**src/rtl/serial_add_ctrl.sv**
```systemverilog
// Bit-serial adder: one shared full_adder cell produces one result bit per clock, LSB first.
// A three-state controller (IDLE/RUN/DONE) sequences the operand shifts and pulses done.

module full_adder (
    input  logic a,
    input  logic b,
    input  logic c,
    output logic sum,
    output logic cout
);
    assign sum  = a ^ b ^ c;
    assign cout = (a & b) | (c & (a ^ b));
endmodule

module serial_add_ctrl #(
    parameter int WIDTH = 8
) (
    input  logic             clk,
    input  logic             rst,
    input  logic             start,
    input  logic [WIDTH-1:0] a,
    input  logic [WIDTH-1:0] b,
    input  logic             cin,
    output logic             busy,
    output logic             done,
    output logic [WIDTH-1:0] sum,
    output logic             cout
);
    // Counter must hold the value WIDTH after the last RUN edge.
    localparam int CNT_W = $clog2(WIDTH + 1);
    localparam logic [CNT_W-1:0] LAST_CNT = CNT_W'(WIDTH - 1);

    typedef enum logic [1:0] {
        IDLE = 2'd0,
        RUN  = 2'd1,
        DONE = 2'd2
    } state_t;

    state_t           state_q, state_d;
    logic [WIDTH-1:0] a_sr_q, a_sr_d;
    logic [WIDTH-1:0] b_sr_q, b_sr_d;
    logic [WIDTH-1:0] res_sr_q, res_sr_d;
    logic             carry_q, carry_d;
    logic [CNT_W-1:0] cnt_q, cnt_d;
    logic [WIDTH-1:0] sum_q, sum_d;
    logic             cout_q, cout_d;
    logic             fa_sum, fa_cout;

    full_adder u_fa (
        .a    (a_sr_q[0]),
        .b    (b_sr_q[0]),
        .c    (carry_q),
        .sum  (fa_sum),
        .cout (fa_cout)
    );

    always_comb begin
        state_d  = state_q;
        a_sr_d   = a_sr_q;
        b_sr_d   = b_sr_q;
        res_sr_d = res_sr_q;
        carry_d  = carry_q;
        cnt_d    = cnt_q;
        sum_d    = sum_q;
        cout_d   = cout_q;
        case (state_q)
            IDLE: begin
                if (start) begin
                    a_sr_d  = a;
                    b_sr_d  = b;
                    carry_d = cin;
                    cnt_d   = '0;
                    state_d = RUN;
                end
            end
            RUN: begin
                a_sr_d              = a_sr_q >> 1;
                b_sr_d              = b_sr_q >> 1;
                res_sr_d            = res_sr_q >> 1;
                res_sr_d[WIDTH-1]   = fa_sum;
                carry_d             = fa_cout;
                cnt_d               = cnt_q + CNT_W'(1);
                // The final bit is folded into sum on the same edge it is produced.
                if (cnt_q == LAST_CNT) begin
                    sum_d   = res_sr_d;
                    cout_d  = fa_cout;
                    state_d = DONE;
                end
            end
            DONE: state_d = IDLE;
            default: state_d = IDLE;
        endcase
    end

    always_ff @(posedge clk) begin
        if (rst) begin
            state_q  <= IDLE;
            a_sr_q   <= '0;
            b_sr_q   <= '0;
            res_sr_q <= '0;
            carry_q  <= 1'b0;
            cnt_q    <= '0;
            sum_q    <= '0;
            cout_q   <= 1'b0;
        end else begin
            state_q  <= state_d;
            a_sr_q   <= a_sr_d;
            b_sr_q   <= b_sr_d;
            res_sr_q <= res_sr_d;
            carry_q  <= carry_d;
            cnt_q    <= cnt_d;
            sum_q    <= sum_d;
            cout_q   <= cout_d;
        end
    end

    assign busy = (state_q == RUN);
    assign done = (state_q == DONE);
    assign sum  = sum_q;
    assign cout = cout_q;

endmodule

```
**config.mk**
```make
export PLATFORM = sky130hd
export DESIGN_NAME = serial_add_ctrl
export DESIGN_NICKNAME = d
export VERILOG_FILES = /design/src/rtl/serial_add_ctrl.sv
export SDC_FILE = /design/constraint.sdc
export NUM_CORES = 1
export LEC_CHECK = 0
export BUFFER_PORTS_ARGS = -buffer_cell sky130_fd_sc_hd__buf_2
export CORE_ASPECT_RATIO = 0.7
export CORE_MARGIN = 5
export CORE_UTILIZATION = 40
export CTS_CLUSTER_DIAMETER = 200
export DETAILED_ROUTE_END_ITERATION = 10
export HOLD_SLACK_MARGIN = 0.12
export PLACE_DENSITY = 0.58
export RECOVER_POWER = 100
export SLEW_MARGIN = 40
export SYNTH_ARGS = -nofsm -noshare
export SYNTH_HDL_FRONTEND = slang
export SYNTH_HIERARCHICAL = 1
export SYNTH_SLANG_ARGS = --single-unit
```
**constraint.sdc**
```tcl
create_clock -name clk -period 1.5 [get_ports clk]
set_input_delay 0.3 -clock clk [delete_from_list [all_inputs] [get_ports clk]]
set_output_delay 0.3 -clock clk [all_outputs]
set_load 0.02 [all_outputs]
```
==> impl_metrics.csv, run 1 <==
group,metric,value,unit
global_routing,grtUsageTotal,0.1556,
worst_setup_path,end_kind,"output port",
clocking,insertion_delay,0.29,ns
worst_setup_path,worstPathRequired,1.20,ns
worst_setup_path,crit_type,"reg2out",
worst_setup_path,reg2reg_from,"state_q[0]",
worst_setup_path,crit_arrival,1.11,ns
placed_design,port_buffers,30,
global_routing,grt_pass1_vias,1492,
floorplan,die_w,87.15,um
cells_and_area,nets,246,
yosys,ys_types,28,
clocking,path_clk_slew,0.08,ns
floorplan,die_h,64.01,um
yosys,seq_area_frac_synth,0.4685,
worst_hold_path,holdPathStages,3,
clocking,cts_made_buffers,5,
pwr,powerDensity,1131,nW/um^2
clocking,cts_sinks,39,
clocking,cts_tree,"built",
sta,slew_headroom,0.6886,
worst_hold_path,worstHoldStart,"b[7]",
cells_and_area,synthToLayoutAreaGrowth,20.27,%
placed_design,detailed_place_hpwl,2721,um
sta,clock_skew,0.008893,ns
worst_setup_path,crit_start,"state_q[1]",
routing,wl,3980,um
yosys,yosysWarningCount,6,
cells_and_area,layout-drive-gt1-share,0.2000,
sta,tns,0,ns
placed_design,dp.cells,268,
clocking,htreeDepth,2,
routing,wl_per_cell,14.37,um
global_routing,grt_overflow_total,0,
cells_and_area,antennaDiodeCount,0,
clocking,cts_root_buf,"clkbuf_8",
cells_and_area,fill_cells,382,
sta,rsz0062_at_grt,"no",
yosys,synth-xor-area-share,0,
worst_hold_path,hold_path.class,"in2reg",
global_routing,grt_pass1_wl,6872,um
floorplan,design.core.area,3970,sq um
routing,drc,0,
sta,hold_viol_final,0,
routing,drt_first_iter_violations,104,
floorplan,initial_core_util,0.4198,
sta,max_freq,0.7102,GHz
yosys,avgSynthCellArea,8.547,sq um
clocking,clockBufferDepth,2,
run,maxCapViolCount,0,
floorplan,rows,19,
routing,dr.pass1.iters,4,
floorplan,design.portCount,31,
yosys,yosys_register_bits,39,
sta,post-route-min-period,1.408,ns
outcome,run_status,"finished clean",
yosys,synthesis.nets,217,
global_routing,grt_max_degree,40,
routing,avgViaCountPerCell,5.437,
yosys,synth_compound_area_frac,0.2778,
yosys,synth_mux_area_frac,0,
pwr,p_leak,0.7416,nW
yosys,syn-instance-count,195,
cells_and_area,fin_cells,277,
cells_and_area,final_common_cell,"dfxtp_1",
sta,post-route-period-util,0.9387,
sta,maxSlewViolCount,0,
worst_setup_path,reg2regPathDepth,4,
yosys,synth_top_family_by_area,"compound AO/OA/AOI/OAI gates",
floorplan,fp.dieArea,5578,sq um
sta,finalSetupViolCount,0,
placed_design,finalWeightedCongestion,0.7092,
yosys,netlist_area,1667,sq um
worst_setup_path,start_kind,"register",
global_routing,grt_antenna_before_repair,0,
sta,worst_pin_slew,0.4661,ns
routing,ant_nets,0,
yosys,synthSimpleGateAreaFrac,0.1749,
cells_and_area,mostFrequentLayoutCells,"dfxtp_1 (39), nor2_1 (33), buf_2 (22)",
yosys,synthAdderAreaFrac,0.01952,
routing,vias,1506,
cells_and_area,fin_area,2004,sq um
pwr,irDropWorstVdd,0.5452,mV
placed_design,placed_area,1879,sq um
worst_setup_path,crit_path_max_fanout,6,
final timing paths:
| check | slack (ns) | to |
|---|---|---|
| max | 0.09 | busy |
| min | 0.25 | b_sr_q[7] |
| max reg2reg | 0.13 | carry_q |
| min reg2reg | 0.46 | res_sr_q[1] |
routing by layer:
layer | global-route usage | routed length, um | vias up
met4 | 0.06705 | 69 | 0
met1 | 0.2156 | 2047 | 701
met2 | 0.2263 | 1674 | 33
met5 | 0 | 0 | -
li1 | - | - | 764
met3 | 0.04236 | 189 | 8
where the power goes:
group | leakage [nW] | total, mW | internal, mW | switching (mW)
combinational | 0.361 | 0.247 | 0.108 | 0.139
sequential | 0.319 | 1.12 | 1.08 | 0.0312
clock | 0.0612 | 0.905 | 0.538 | 0.367
total | 0.742 | 2.27 | 1.73 | 0.537
critical path, stage by stage (launching register included):
cell and delay, ns:
dfxtp_1 0.35, nand2b_2 0.23, inv_2 0.08, buf_2 0.16
flip-flops by register name, indices dropped and copies added, names as in the netlist:
register	cells
state_q	2
b_sr_q	8
cout	1
a_sr_q	8
cnt_q	4
res_sr_q	7
sum	8
carry_q	1
cell usage after synthesis:
cell,count,area share
a211oi_1,17,0.077
a21oi_1,17,0.051
a22oi_1,3,0.014
a31oi_1,1,0.0038
and3b_1,1,0.0053
buf_2,6,0.018
buf_4,2,0.0090
buf_6,1,0.0068
clkbuf_1,7,0.016
clkbuf_2,1,0.0030
dfxtp_1,39,0.47
fa_1,1,0.012
ha_1,1,0.0075
inv_1,2,0.0045
inv_2,1,0.0023
nand2_1,19,0.043
nand2b_1,2,0.0075
nand3_1,11,0.033
nor2_1,33,0.074
nor3b_1,1,0.0045
nor4_1,1,0.0038
o21ba_2,1,0.0060
o21bai_1,1,0.0045
o22ai_1,2,0.0075
o2bb2ai_1,13,0.068
o31ai_1,9,0.041
o32a_1,1,0.0060
or3_1,1,0.0038
metrics by stage:
stage          total power [mW]  utilization  worst slack, ns  hold slack [ns]
5_1_grt                   2.377       0.5049        0.0007033           0.2545
6_report                  2.267       0.5049          0.09195           0.2494
4_1_cts                   2.290       0.5049          0.04846           0.2464
2_1_floorplan             1.302            -           0.2089           0.4366
3_3_place_gp              1.371       0.4734           0.1490           0.4469
3_5_place_dp              1.380       0.4734           0.1078           0.4528
timing repair:
item                       CTS  global route
setup endpoints to repair    1            10
resized for setup            0             4
setup buffers                1             0
hold buffers                 0             0
cell families after synthesis:
logic type               count (synthesis)
flip-flops                              39
AND/OR/NAND/NOR                         69
buffers and inverters                   20
adder cells (fa/ha/maj)                  2
AO/OA/AOI/OAI                           65
area by class of cell:
type,count,area [sq um],share of cell area
repair buffers,39,232.7,0.1161
clock inverters,2,35.03,0.01748
clock buffers,6,82.58,0.04120
flip-flops and latches,39,780.7,0.3895
inverters,3,15.01,0.007491
well taps,52,65.06,0.03246
multi-input cells,136,793.3,0.3958
No activity file was read; power rests on OpenSTA's default activity.
==> inputs of run 2 (changes only) <==
--- a/config.mk
+++ b/config.mk
@@ -11,6 +11,7 @@
 export CORE_UTILIZATION = 40
 export CTS_CLUSTER_DIAMETER = 200
 export DETAILED_ROUTE_END_ITERATION = 10
+export GPL_TIMING_DRIVEN = 0
 export HOLD_SLACK_MARGIN = 0.12
 export PLACE_DENSITY = 0.58
 export RECOVER_POWER = 100
==> constraint.sdc (replaced) <==
create_clock -name clk -period 1.5 [get_ports clk]
set_input_delay 0.225 -clock clk [delete_from_list [all_inputs] [get_ports clk]]
set_output_delay 0.225 -clock clk [all_outputs]
set_load 0.02 [all_outputs]
==> impl_metrics.csv, run 2 (synthesized netlist as in run 1, its figures left out) <==
group,metric,value,unit
outcome,run_status,"finished clean",
routing,ant_nets,0,
sta,worst_pin_slew,0.5083,ns
worst_setup_path,start_kind,"register",
clocking,cts_tree,"built",
worst_hold_path,worstHoldStart,"b[7]",
placed_design,detailed_place_hpwl,3059,um
sta,post-route-min-period,1.434,ns
cells_and_area,synthToLayoutAreaGrowth,25.38,%
clocking,cts_made_buffers,5,
global_routing,grt_antenna_before_repair,0,
clocking,insertion_delay,0.29,ns
worst_setup_path,worstPathRequired,1.27,ns
floorplan,initial_core_util,0.4198,
floorplan,die_w,87.15,um
floorplan,design.portCount,31,
clocking,cts_root_buf,"clkbuf_8",
worst_hold_path,hold_path.class,"in2reg",
clocking,path_clk_slew,0.07,ns
routing,avgViaCountPerCell,5.423,
pwr,p_leak,0.7778,nW
worst_hold_path,holdPathEnd,"b_sr_q[7]",
worst_setup_path,crit_type,"reg2out",
placed_design,port_buffers,28,
routing,wl_per_cell,14.65,um
routing,vias,1578,
floorplan,design.core.area,3970,sq um
sta,clock_skew,0.006078,ns
placed_design,finalWeightedCongestion,0.8499,
sta,slew_headroom,0.6612,
sta,finalSetupViolCount,0,
global_routing,grt_max_degree,20,
cells_and_area,final_common_cell,"dfxtp_1",
sta,hold_viol_final,0,
worst_setup_path,rr_endpoint,"sum[6]",
cells_and_area,nets,260,
global_routing,grt_overflow_total,0,
sta,maxSlewViolCount,0,
global_routing,grt_pass1_wl,6996,um
placed_design,placed_area,1872,sq um
floorplan,die_h,64.01,um
global_routing,grt_pass1_vias,1472,
routing,drt_first_iter_violations,102,
floorplan,rows,19,
pwr,powerDensity,1153,nW/um^2
cells_and_area,layout-drive-gt1-share,0.2134,
routing,wl,4264,um
pwr,irDropWorstVdd,0.5550,mV
cells_and_area,antennaDiodeCount,0,
worst_hold_path,holdPathStages,3,
global_routing,grtUsageTotal,0.1567,
sta,rsz0062_at_grt,"no",
worst_setup_path,reg2reg_from,"state_q[1]",
clocking,ctsHoldBuffers,0,
sta,post-route-period-util,0.9561,
worst_setup_path,r2r_slack,0.14,ns
worst_setup_path,crit_path_max_fanout,19,
cells_and_area,mostFrequentLayoutCells,"dfxtp_1 (38), nor2_1 (33), buf_2 (24)",
worst_setup_path,reg2regPathDepth,5,
routing,drc,0,
cells_and_area,fill_cells,385,
sta,final.setup.worst_slack,0.06581,ns
sta,max_freq,0.6973,GHz
clocking,htreeDepth,2,
routing,dr.pass1.iters,4,
cells_and_area,fin_area,2090,sq um
clocking,cts_sinks,39,
sta,tns,0,ns
floorplan,fp.dieArea,5578,sq um
worst_setup_path,crit_arrival,1.21,ns
placed_design,preCtsSetupSlack,0.05003,ns
run,maxCapViolCount,0,
worst_setup_path,end_kind,"output port",
clocking,clockBufferDepth,2,
==> run 2: changes by cell type in the layout (fill, tap and decap cells not counted), sizes merged <==
cell / delta
clkbuf: +7
clkinvlp: +1
bufinv: +1
buf: +6
inv: -1
==> run 2: cell type report <==
class,count,area (sq um),share of cell area
multi-input combinational,136,789.5,0.3778
clock inverter,3,67.56,0.03234
clock buffer,5,68.82,0.03293
buffer,15,80.08,0.03832
timing repair buffer,38,206.4,0.09880
tap,52,65.06,0.03114
inverter,3,27.53,0.01317
sequential,39,784.5,0.3754
==> run 2: worst max-delay path by stage <==
stage | cells past startpoint | to | start | slack, ns
detailed placement | 4 | done | state_q[1] | 0.05
floorplan | 3 | done | state_q[1] | 0.28
CTS | 3 | done | state_q[1] | -0.03
global route | 4 | busy | state_q[1] | 0.003
finish | 4 | busy | state_q[1] | 0.07
global placement | 4 | done | state_q[1] | 0.08
==> run 2: worst max-delay path: stages (launching register included) <==
cell	delay, ns
dfxtp_4	0.38
nand2b_1	0.12
buf_6	0.15
clkinv_8	0.09
buf_4	0.17
==> run 2: repair_timing <==
item	4_1_cts	5_1_grt
setup endpoints to repair	2	8
setup buffers	0	10
gates resized for setup	4	6
cloned	0	0
==> run 2: layer usage <==
layer / GRT usage / up-vias / part of all wire
met5: 0 / - / 0
met2: 0.2405 / 36 / 0.44
met3: 0.04621 / 4 / 0.056
met4: 0.04981 / 0 / 0.0070
met1: 0.2119 / 749 / 0.50
li1: - / 789 / -
==> run 2: power breakdown <==
part           switching (mW)  total, mW  internal [mW]  leakage [nW]
logic                   0.147      0.255          0.108         0.394
clock network           0.377       1.04          0.663        0.0644
registers              0.0309       1.11           1.08         0.320
total                   0.556       2.41           1.85         0.778
==> run 2: metrics by stage <==
step / hold slack, ns / utilization / power (mW) / instances
floorplan: 0.3733 / - / 1.302 / 195
global placement: 0.4502 / 0.4715 / 1.371 / 275
detailed placement: 0.4575 / 0.4715 / 1.380 / 275
CTS: 0.1713 / 0.5052 / 2.420 / 281
global route: 0.1721 / 0.5263 / 2.518 / 291
finish: 0.1783 / 0.5263 / 2.408 / 291
